## config.mk

```make
export PLATFORM = sky130hd
export DESIGN_NAME = bitonic_s3_pipe
export DESIGN_NICKNAME = d
export VERILOG_FILES = /design/src/rtl/bitonic_s3_pipe.sv
export SDC_FILE = /design/constraint.sdc
export NUM_CORES = 1
export LEC_CHECK = 0
export BUFFER_PORTS_ARGS = -buffer_cell sky130_fd_sc_hd__clkbuf_2
export CAP_MARGIN = 20
export CORE_ASPECT_RATIO = 2
export CORE_MARGIN = 5
export CORE_UTILIZATION = 65
export DETAILED_ROUTE_END_ITERATION = 10
export PLACE_DENSITY = 0.86
export SYNTH_ARGS = -nofsm -noshare
export SYNTH_HDL_FRONTEND = slang
export SYNTH_HIERARCHICAL = 1
export SYNTH_SLANG_ARGS = --single-unit
```

## constraint.sdc

```tcl
create_clock -name clk -period 3.5 [get_ports clk]
set_input_delay 0.7 -clock clk [delete_from_list [all_inputs] [get_ports clk]]
set_output_delay 0.7 -clock clk [all_outputs]
set_load 0.005 [all_outputs]
```

## src/rtl/bitonic_s3_pipe.sv

```systemverilog
// Final merge stage of an 8-input bitonic sorter: three registered
// compare-exchange layers (A, B, C) behind a valid/ready handshake.
// A global stall freezes every layer while the output is back-pressured.

// One ascending compare-exchange: min goes low, max goes high.
// Equal operands pass through unchanged.
module bitonic_s3_cx #(
  parameter int WIDTH = 8
) (
  input  logic [WIDTH-1:0] a_i,
  input  logic [WIDTH-1:0] b_i,
  output logic [WIDTH-1:0] lo_o,
  output logic [WIDTH-1:0] hi_o
);
  logic swap;
  assign swap = a_i > b_i;
  assign lo_o = swap ? b_i : a_i;
  assign hi_o = swap ? a_i : b_i;
endmodule

module bitonic_s3_pipe #(
  parameter int WIDTH = 8
) (
  input  logic             clk,
  input  logic             rst_n,
  input  logic             in_valid,
  output logic             in_ready,
  input  logic [WIDTH-1:0] number_in1,
  input  logic [WIDTH-1:0] number_in2,
  input  logic [WIDTH-1:0] number_in3,
  input  logic [WIDTH-1:0] number_in4,
  input  logic [WIDTH-1:0] number_in5,
  input  logic [WIDTH-1:0] number_in6,
  input  logic [WIDTH-1:0] number_in7,
  input  logic [WIDTH-1:0] number_in8,
  output logic             out_valid,
  input  logic             out_ready,
  output logic [WIDTH-1:0] number_out1,
  output logic [WIDTH-1:0] number_out2,
  output logic [WIDTH-1:0] number_out3,
  output logic [WIDTH-1:0] number_out4,
  output logic [WIDTH-1:0] number_out5,
  output logic [WIDTH-1:0] number_out6,
  output logic [WIDTH-1:0] number_out7,
  output logic [WIDTH-1:0] number_out8,
  output logic             err_out
);
  localparam int NUM_LANES = 8;
  localparam int STAGES    = 3;

  typedef struct packed {
    logic [NUM_LANES-1:0][WIDTH-1:0] d;
    logic                            err;
  } stage_t;

  logic [NUM_LANES-1:0][WIDTH-1:0] din, a_d, b_d, c_d;
  stage_t                          a_q, b_q, c_q;
  logic [STAGES:1]                 vld_pipe_q;
  logic                            stall, err_d;

  assign din = {number_in8, number_in7, number_in6, number_in5,
                number_in4, number_in3, number_in2, number_in1};

  // Lower half must be ascending and upper half descending; anything
  // else still sorts through the network but is tagged as an error.
  assign err_d = (din[0] > din[1]) || (din[1] > din[2]) || (din[2] > din[3]) ||
                 (din[4] < din[5]) || (din[5] < din[6]) || (din[6] < din[7]);

  assign stall    = vld_pipe_q[STAGES] & ~out_ready;
  assign in_ready = ~stall;

  genvar gi;
  generate
    for (gi = 0; gi < 4; gi++) begin : g_cx
      // A: distance 4, B: distance 2 within each half, C: distance 1
      bitonic_s3_cx #(.WIDTH(WIDTH)) u_a (
        .a_i (din[gi]),               .b_i (din[gi+4]),
        .lo_o(a_d[gi]),               .hi_o(a_d[gi+4]));
      bitonic_s3_cx #(.WIDTH(WIDTH)) u_b (
        .a_i (a_q.d[(gi/2)*4+gi%2]),  .b_i (a_q.d[(gi/2)*4+gi%2+2]),
        .lo_o(b_d[(gi/2)*4+gi%2]),    .hi_o(b_d[(gi/2)*4+gi%2+2]));
      bitonic_s3_cx #(.WIDTH(WIDTH)) u_c (
        .a_i (b_q.d[2*gi]),           .b_i (b_q.d[2*gi+1]),
        .lo_o(c_d[2*gi]),             .hi_o(c_d[2*gi+1]));
    end
  endgenerate

  // Pipeline advance: all layers move together unless the output stalls.
  // Bubbles carry data too; only the valid bit matters for them.
  always_ff @(posedge clk or negedge rst_n) begin
    if (!rst_n) begin
      vld_pipe_q <= '0;
      a_q        <= '0;
      b_q        <= '0;
      c_q        <= '0;
    end else if (!stall) begin
      vld_pipe_q <= {vld_pipe_q[STAGES-1:1], in_valid};
      a_q        <= '{d: a_d, err: err_d};
      b_q        <= '{d: b_d, err: a_q.err};
      c_q        <= '{d: c_d, err: b_q.err};
    end
  end

  assign out_valid   = vld_pipe_q[STAGES];
  assign err_out     = c_q.err;
  assign number_out1 = c_q.d[0];
  assign number_out2 = c_q.d[1];
  assign number_out3 = c_q.d[2];
  assign number_out4 = c_q.d[3];
  assign number_out5 = c_q.d[4];
  assign number_out6 = c_q.d[5];
  assign number_out7 = c_q.d[6];
  assign number_out8 = c_q.d[7];
endmodule

```

==> metrics.md, run 1 <==
| Metric | Value |
|---|---|
| Placement Cell Area | 0.0149 mm² |
| Synth-to-Final Area Change | 8.97% |
| IO Pins | ~140 |
| Worst-path fanout max | 16 |
| Clock root buffer | clkbuf_16 |
| Detailed Routing Iterations Pass 1 | 5 |
| # DRC | 0 |
| Levels on crit path | 9 |
| Synthesized area | 0.0142 mm² |
| Post-Syn Nets | 1729 |
| Kind of critical path | flip-flop to flip-flop |
| Achievable Freq | about 400 MHz |
| Slew at the pin with the worst max-slew slack | 813 ps |
| Syn_area_per_cell | between 9 and 10 µm² |
| Crit-path cells | inv_1 > ha_1 > nor2b_4 > o211ai_2 > a21oi_2 > o22ai_4 > mux2_2 > nand2_1 > nand2_1 |
| Number of vias per cell | around 5.7 |
| Maxcap violations | 0 |
| Total Wirelength | 32900 µm |
| CP startpoint kind | flip-flop |
| Count of pins over their slew limit | 0 |
| Routed via count | 10.8k |
| Pwr Density | between 800 and 900 mW/mm² |
| Crit Reg-Reg Endpoint | b_q[35] |
| Critical path startpoint | a_q[50] |
| #FFs+latches synth | 198 |
| Commonest non-fill, non-tap cells in the layout | nand2_1, dfrtp_1, inv_1 |
| I/O Buffers | approximately 130 |
| Hold_buf cts | 0 |
| Final core utilization | 0.718 |
| Clk buf depth | 2 |
| Top delay family on crit path | compound AO/OA/AOI/OAI gates |
| Slowest-stage cell, CP | dfrtp_1 |
| Leakage | 8.61 nW |
| Final setup fails | 0 |
| Worst-Skew Late Latency | 440 ps |
| Die W | 115 µm |
| Starting DRT DRC Count | roughly 500 |
| Yosys cell types | 35 |
| Worst slew margin | 0.458 |
| CP peak stage delay | ~520 ps |
| Synthesized instance count | 1520 |
| Row count | 76 |
| Synth Flop Type | dfrtp_1 |
| Ys async rst share | 1.00 |
| Final nets | 1831 |
| WL/cell | 17.2 µm |
| RSZ-0062 raised after global routing | false |
| Die Y | 219 µm |
| Diode count | 0 |
| Die Area | 0.0251 mm² |
| Vias in the first global route | 11.0k |
| Core Region | 0.0216 mm² |
| Htree depth | 4 |
| Period utilisation layout | 0.703 |
| Post_cts resized | 0 |
| Tot Pwr | 13.7 mW |
| R2R Setup Slk | roughly 1000 ps |
| Seq/Total Area, Yosys | 0.348 |
| Initial Util | 0.659 |
| Reg clk slew, reported paths | 70 ps |
| Commonest non-fill, non-tap cell in the layout | nand2_1 |
| GPL Wtd Cong | between 0.9 and 1 |
| Number of synthesized flops with an enable pin | 0 |
| CP endpoint kind | flip-flop |
| Final clock skew | ~6.8 ps |
| Gr usage total | 0.271 |
| CP Data Arrival Time | 2790 ps |
| TNS Setup | 0 ps |
| Status | finished clean |
| Pin count of the biggest net entering global routing | 197 |
| Req. time, crit path | 3830 ps |
| Max VDD drop | 751 µV |
| First-pass GRT wire length | 53900 µm |
| End point of the critical path | b_q[35] |
| TritonCTS buffer count | 17 |
| Hold Path Class | primary input to asynchronous set/reset pin |
| Post-route ant nets | 0 |
| Grt ovf | 0 |
| Post-CTS Setup Repair Bufs | 0 |
| DP Wirelength | 25100 µm |
| Most used cell, CP | nand2_1 |
| CTS Sinks | 198 |
| Design Area, Final | 0.0155 mm² |
| Initial antenna violation count | 0 |
| Buf+Inv Stages, Crit Path | 1 |
| Crit path time final | 2460 ps |
| Worst r2r src | a_q[50] |
| Final hold vios | 0 |
| R2R cell count | 9 |
| TritonCTS clock tree | built |
| Share of cells above drive strength 1 | 0.265 |
| Synth warn | 6 |
==> synth_stat cells, types with 2 or more instances <==
cell / number / area (µm²)
a21oi_1: 48 / 240
clkbuf_1: 31 / 116
buf_12: 12 / 240
o21ai_0: 8 / 40.0
o211ai_2: 12 / 150
nand2b_1: 6 / 37.5
ha_1: 141 / 1760
nor2b_4: 12 / 165
mux2_4: 120 / 1800
o21ai_4: 12 / 195
a21oi_2: 12 / 105
nand4_1: 19 / 119
a2111oi_0: 2 / 17.5
mux2_2: 72 / 811
o211ai_1: 2 / 15.0
nand4_2: 12 / 150
mux2i_1: 2 / 20.0
inv_1: 143 / 537
a211oi_1: 4 / 30.0
o21a_1: 2 / 15.0
o22ai_4: 12 / 240
nor2_1: 6 / 22.5
buf_2: 13 / 65.1
nor2b_1: 4 / 25.0
nand2_1: 604 / 2270
o21ai_1: 3 / 15.0
dfrtp_1: 198 / 4950
==> through the flow <==
stage | instances | setup slack (ps) | hold WS [ps]
CTS | 1908 | 1010 | 282
global placement | 1876 | 806 | 442
detailed placement | 1876 | 738 | 456
finish | 1908 | 1040 | 269
floorplan | 1520 | 1220 | 404
global route | 1908 | 927 | 310
==> cell type report <==
type,count,area (µm²)
Fill cell,1547,6090
Clock inverter,10,123
Inverter,144,546
Sequential cell,198,4950
Timing Repair Buffer,139,767
Clock buffer,22,454
Multi-Input combinational cell,1122,8310
Tap cell,273,342
==> registers in the layout (all words and copies together) (netlist names) <==
signal	flops
a_q	65
b_q	65
err_out	1
number_out1	8
number_out2	8
number_out3	8
number_out4	8
number_out5	8
number_out6	8
number_out7	8
number_out8	8
vld_pipe_q	3
==> per-layer routing <==
metal / global-route usage / wire, µm / share of wire
met1: 0.284 / 11700 / 0.36
met2: 0.493 / 17600 / 0.53
met3: 0.0361 / 1330 / 0.040
met4: 0.178 / 2290 / 0.070
met5: 0 / 0 / 0
==> where the power goes <==
part | total (mW) | internal [mW] | leakage [nW] | switching [mW]
clock network | 1.94 | 1.08 | 0.271 | 0.863
registers | 4.20 | 3.27 | 2.41 | 0.936
logic | 7.52 | 3.85 | 5.93 | 3.68
==> kinds of logic after synthesis <==
group | synth area share
adder cells (fa/ha/maj) | 0.124
AO/OA/AOI/OAI | 0.0772
AND/OR/NAND/NOR | 0.198
buffers and inverters | 0.0677
flip-flops | 0.348
multiplexers | 0.185
==> worst min path at each step <==
stage              startpoint              to  slack (ps)  depth (start not counted)
2_1_floorplan           rst_n          a_q[0]         400                          0
4_1_cts                 rst_n  number_out7[3]         280                          1
3_3_place_gp    vld_pipe_q[2]   vld_pipe_q[2]         440                          2
6_report                rst_n  number_out7[3]         270                          1
3_5_place_dp   number_out4[4]  number_out4[4]         460                          2
5_1_grt                 rst_n  number_out7[3]         310                          1
Note: power is estimated with default switching activity, not from simulation.
==> run 2, diff against run 1 <==
--- a/config.mk
+++ b/config.mk
@@ -9,9 +9,9 @@
 export CAP_MARGIN = 20
 export CORE_ASPECT_RATIO = 2
 export CORE_MARGIN = 5
-export CORE_UTILIZATION = 65
+export CORE_UTILIZATION = 55
 export DETAILED_ROUTE_END_ITERATION = 10
-export PLACE_DENSITY = 0.86
+export PLACE_DENSITY = 0.78
 export SYNTH_ARGS = -nofsm -noshare
 export SYNTH_HDL_FRONTEND = slang
 export SYNTH_HIERARCHICAL = 1
==> constraint.sdc (replaced) <==
create_clock -name clk -period 2.01 [get_ports clk]
set_input_delay 0.402 -clock clk [delete_from_list [all_inputs] [get_ports clk]]
set_output_delay 0.402 -clock clk [all_outputs]
set_load 0.005 [all_outputs]
==> run 2 against run 1 <==
Compared with the run above:
- register-to-register slack lost 1100 ps
- the run now ends with setup timing left
- sequential power increased by 68%
- combinational power increased by 140%
- via count rose by 11%
- cell count up 13%
- sequential share of layout area fell by 4.3 points
- non-clock buffer count grew 184
- clock skew grew 4.6 ps
==> metrics.md, run 2 (synthesized netlist as in run 1, its figures left out) <==
| Metric | Value |
|---|---|
| Worst slack, placed | -433 ps (-1170 ps) |
| Final clock skew | 11.4 ps (+4.62 ps) |
| Initial Util | 0.554 (-0.104) |
| Slew at the pin with the worst max-slew slack | 812 ps (-0.728 ps) |
| Placement Cell Area | 0.0163 mm² (+9.2%) |
| R2R cell count | 10 (+1) |
| Setup WS post-layout | -96.3 ps (-1130 ps) |
| Diode count | 0 (unchanged) |
| Commonest non-fill, non-tap cells in the layout | nand2_1, dfrtp_1, buf_4 |
| Final setup fails | 20 (+20) |
| Number of vias per cell | 5.54 (-2.1%) |
| Tot Pwr | 28.7 mW (+110%) |
| Pin count of the biggest net entering global routing | 197 (unchanged) |
| Pwr Density | 1600 mW/mm² (+82%) |
| Post-route ant nets | 0 (unchanged) |
| Leakage | 9.77 nW (+13%) |
| Clock root buffer | clkbuf_16 |
| Achievable Freq | 475 MHz (+17%) |
| TNS Setup | -652 ps (-652 ps) |
| Row count | 83 (+9.2%) |
| IO Pins | 135 (unchanged) |
| CP Data Arrival Time | 2440 ps (-350 ps) |
| Req. time, crit path | 2340 ps (-1490 ps) |
| TritonCTS clock tree | built |
| Reg area | 0.00496 mm² (+0.13%) |
| Fill cells | 1785 (+15%) |
| Kind of critical path | flip-flop to flip-flop |
| Initial antenna violation count | 0 (unchanged) |
| Non-Filler Instances | 2159 (+13%) |
| # DRC | 0 (unchanged) |
| Hold Path Origin | in_valid |
| R2R Setup Slk | -100 ps (-1130 ps) |
| Worst slew margin | 0.459 (+0.000486) |
| Vias in the first global route | 12.0k (+9.5%) |
| Final nets | 2015 (+10%) |
| Final hold vios | 0 (unchanged) |
| WL/cell | 18.9 µm (+9.7%) |
| Failing checks | setup timing |
| Status | finished, violations left |
| Die Y | 237 µm (+8.3%) |
| CP endpoint kind | flip-flop |
| Hold Path Depth | 3 |
| Period utilisation layout | 1.05 (+0.345) |
| I/O Buffers | 134 (unchanged) |
| Largest registers | a_q x65, b_q x65 |
| Worst r2r src | a_q[2] |
| Commonest non-fill, non-tap cell in the layout | nand2_1 |
| Worst-path fanout max | 5 (-11) |
| GPL Wtd Cong | 0.982 (+1.6%) |
| Die Area | 0.0294 mm² (+17%) |
| Worst-Skew Late Latency | 460 ps (+20 ps) |
| Multi-input gate area | 0.00894 mm² (+7.5%) |
| Gr usage total | 0.262 (-0.00845) |
| RSZ-0062 raised after global routing | true |
| TritonCTS buffer count | 17 (unchanged) |
| Count of pins over their slew limit | 0 (unchanged) |
| Htree depth | 4 (unchanged) |
| Detailed Routing Iterations Pass 1 | 5 (unchanged) |
| CP startpoint kind | flip-flop |
| Critical path startpoint | a_q[2] |
| Clk buf depth | 2 (unchanged) |
| Maxcap violations | 0 (unchanged) |
| Crit path time final | 2110 ps (-356 ps) |
| First-pass GRT wire length | 60200 µm (+12%) |
| Total Wirelength | 40800 µm (+24%) |
| Core Region | 0.0257 mm² (+19%) |
| Routed via count | 12.0k (+11%) |
| Hold Path Class | primary input to flip-flop |
| Synth-to-Final Area Change | 25.9% |
| DP Wirelength | 28300 µm (+13%) |
| Max VDD drop | 868 µV (+16%) |
| Grt ovf | 0 (unchanged) |
| Reg clk slew, reported paths | 70 ps (about the same) |
| CTS Sinks | 198 (unchanged) |
| Share of cells above drive strength 1 | 0.407 (+0.142) |
| Design Area, Final | 0.0179 mm² (+16%) |
| Die W | 124 µm (+8.0%) |
| Starting DRT DRC Count | 741 (+50%) |
| Placed cells | 2096 (+12%) |
-- run 2: worst paths after layout --
kind,to
setup / recovery,b_q[6]
hold / removal,vld_pipe_q[1]
setup reg to reg,b_q[6]
hold reg to reg,number_out4[6]
max in group asynchronous,b_q[11]
min in group asynchronous,b_q[60]
-- run 2: timing repair --
item	in CTS	in global routing
gates resized for setup	24	137
pin swaps	5	63
buffers inserted	0	22
endpoints found under the hold margin	30	0
hold buffers	1	0
endpoints found under the setup margin	50	127
cloned	3	7
-- run 2: per-layer routing --
metal | global-route usage | vias to the layer above | part of all wire
li1 | - | 5556 | -
met1 | 0.265 | 5782 | 0.34
met2 | 0.464 | 429 | 0.53
met3 | 0.0479 | 188 | 0.045
met4 | 0.196 | 0 | 0.091
met5 | 0 | - | 0
-- run 2: critical path: stages, from the launching register on --
cell      delay [ps]
dfrtp_2          450
ha_4             250
nor2b_4          120
o211ai_2         180
a21oi_2          100
o22ai_4          190
buf_6            150
buf_16           120
mux2_4           300
nand2_2           60
nand2_1           60
-- run 2: power by group --
part	total (mW)	internal [mW]	switching [mW]
Sequential	7.07	5.69	1.38
Combinational	18.4	9.88	8.50
Clock	3.26	1.61	1.64
Total	28.7	17.2	11.5
-- run 2: metrics by stage --
step	util	hold WS, ps
after global routing	0.698	175
after floorplan	-	106
after detailed placement	0.635	320
final	0.698	163
after CTS	0.666	145
after global placement	0.635	327
-- run 2: final cells by class --
cell class	instances	area share
clock buffer	17	0.0238
timing repair buffer	323	0.139
tap	340	0.0238
multi-input combinational	1122	0.499
inverter	144	0.0305
sequential	198	0.277
clock inverter	15	0.00713
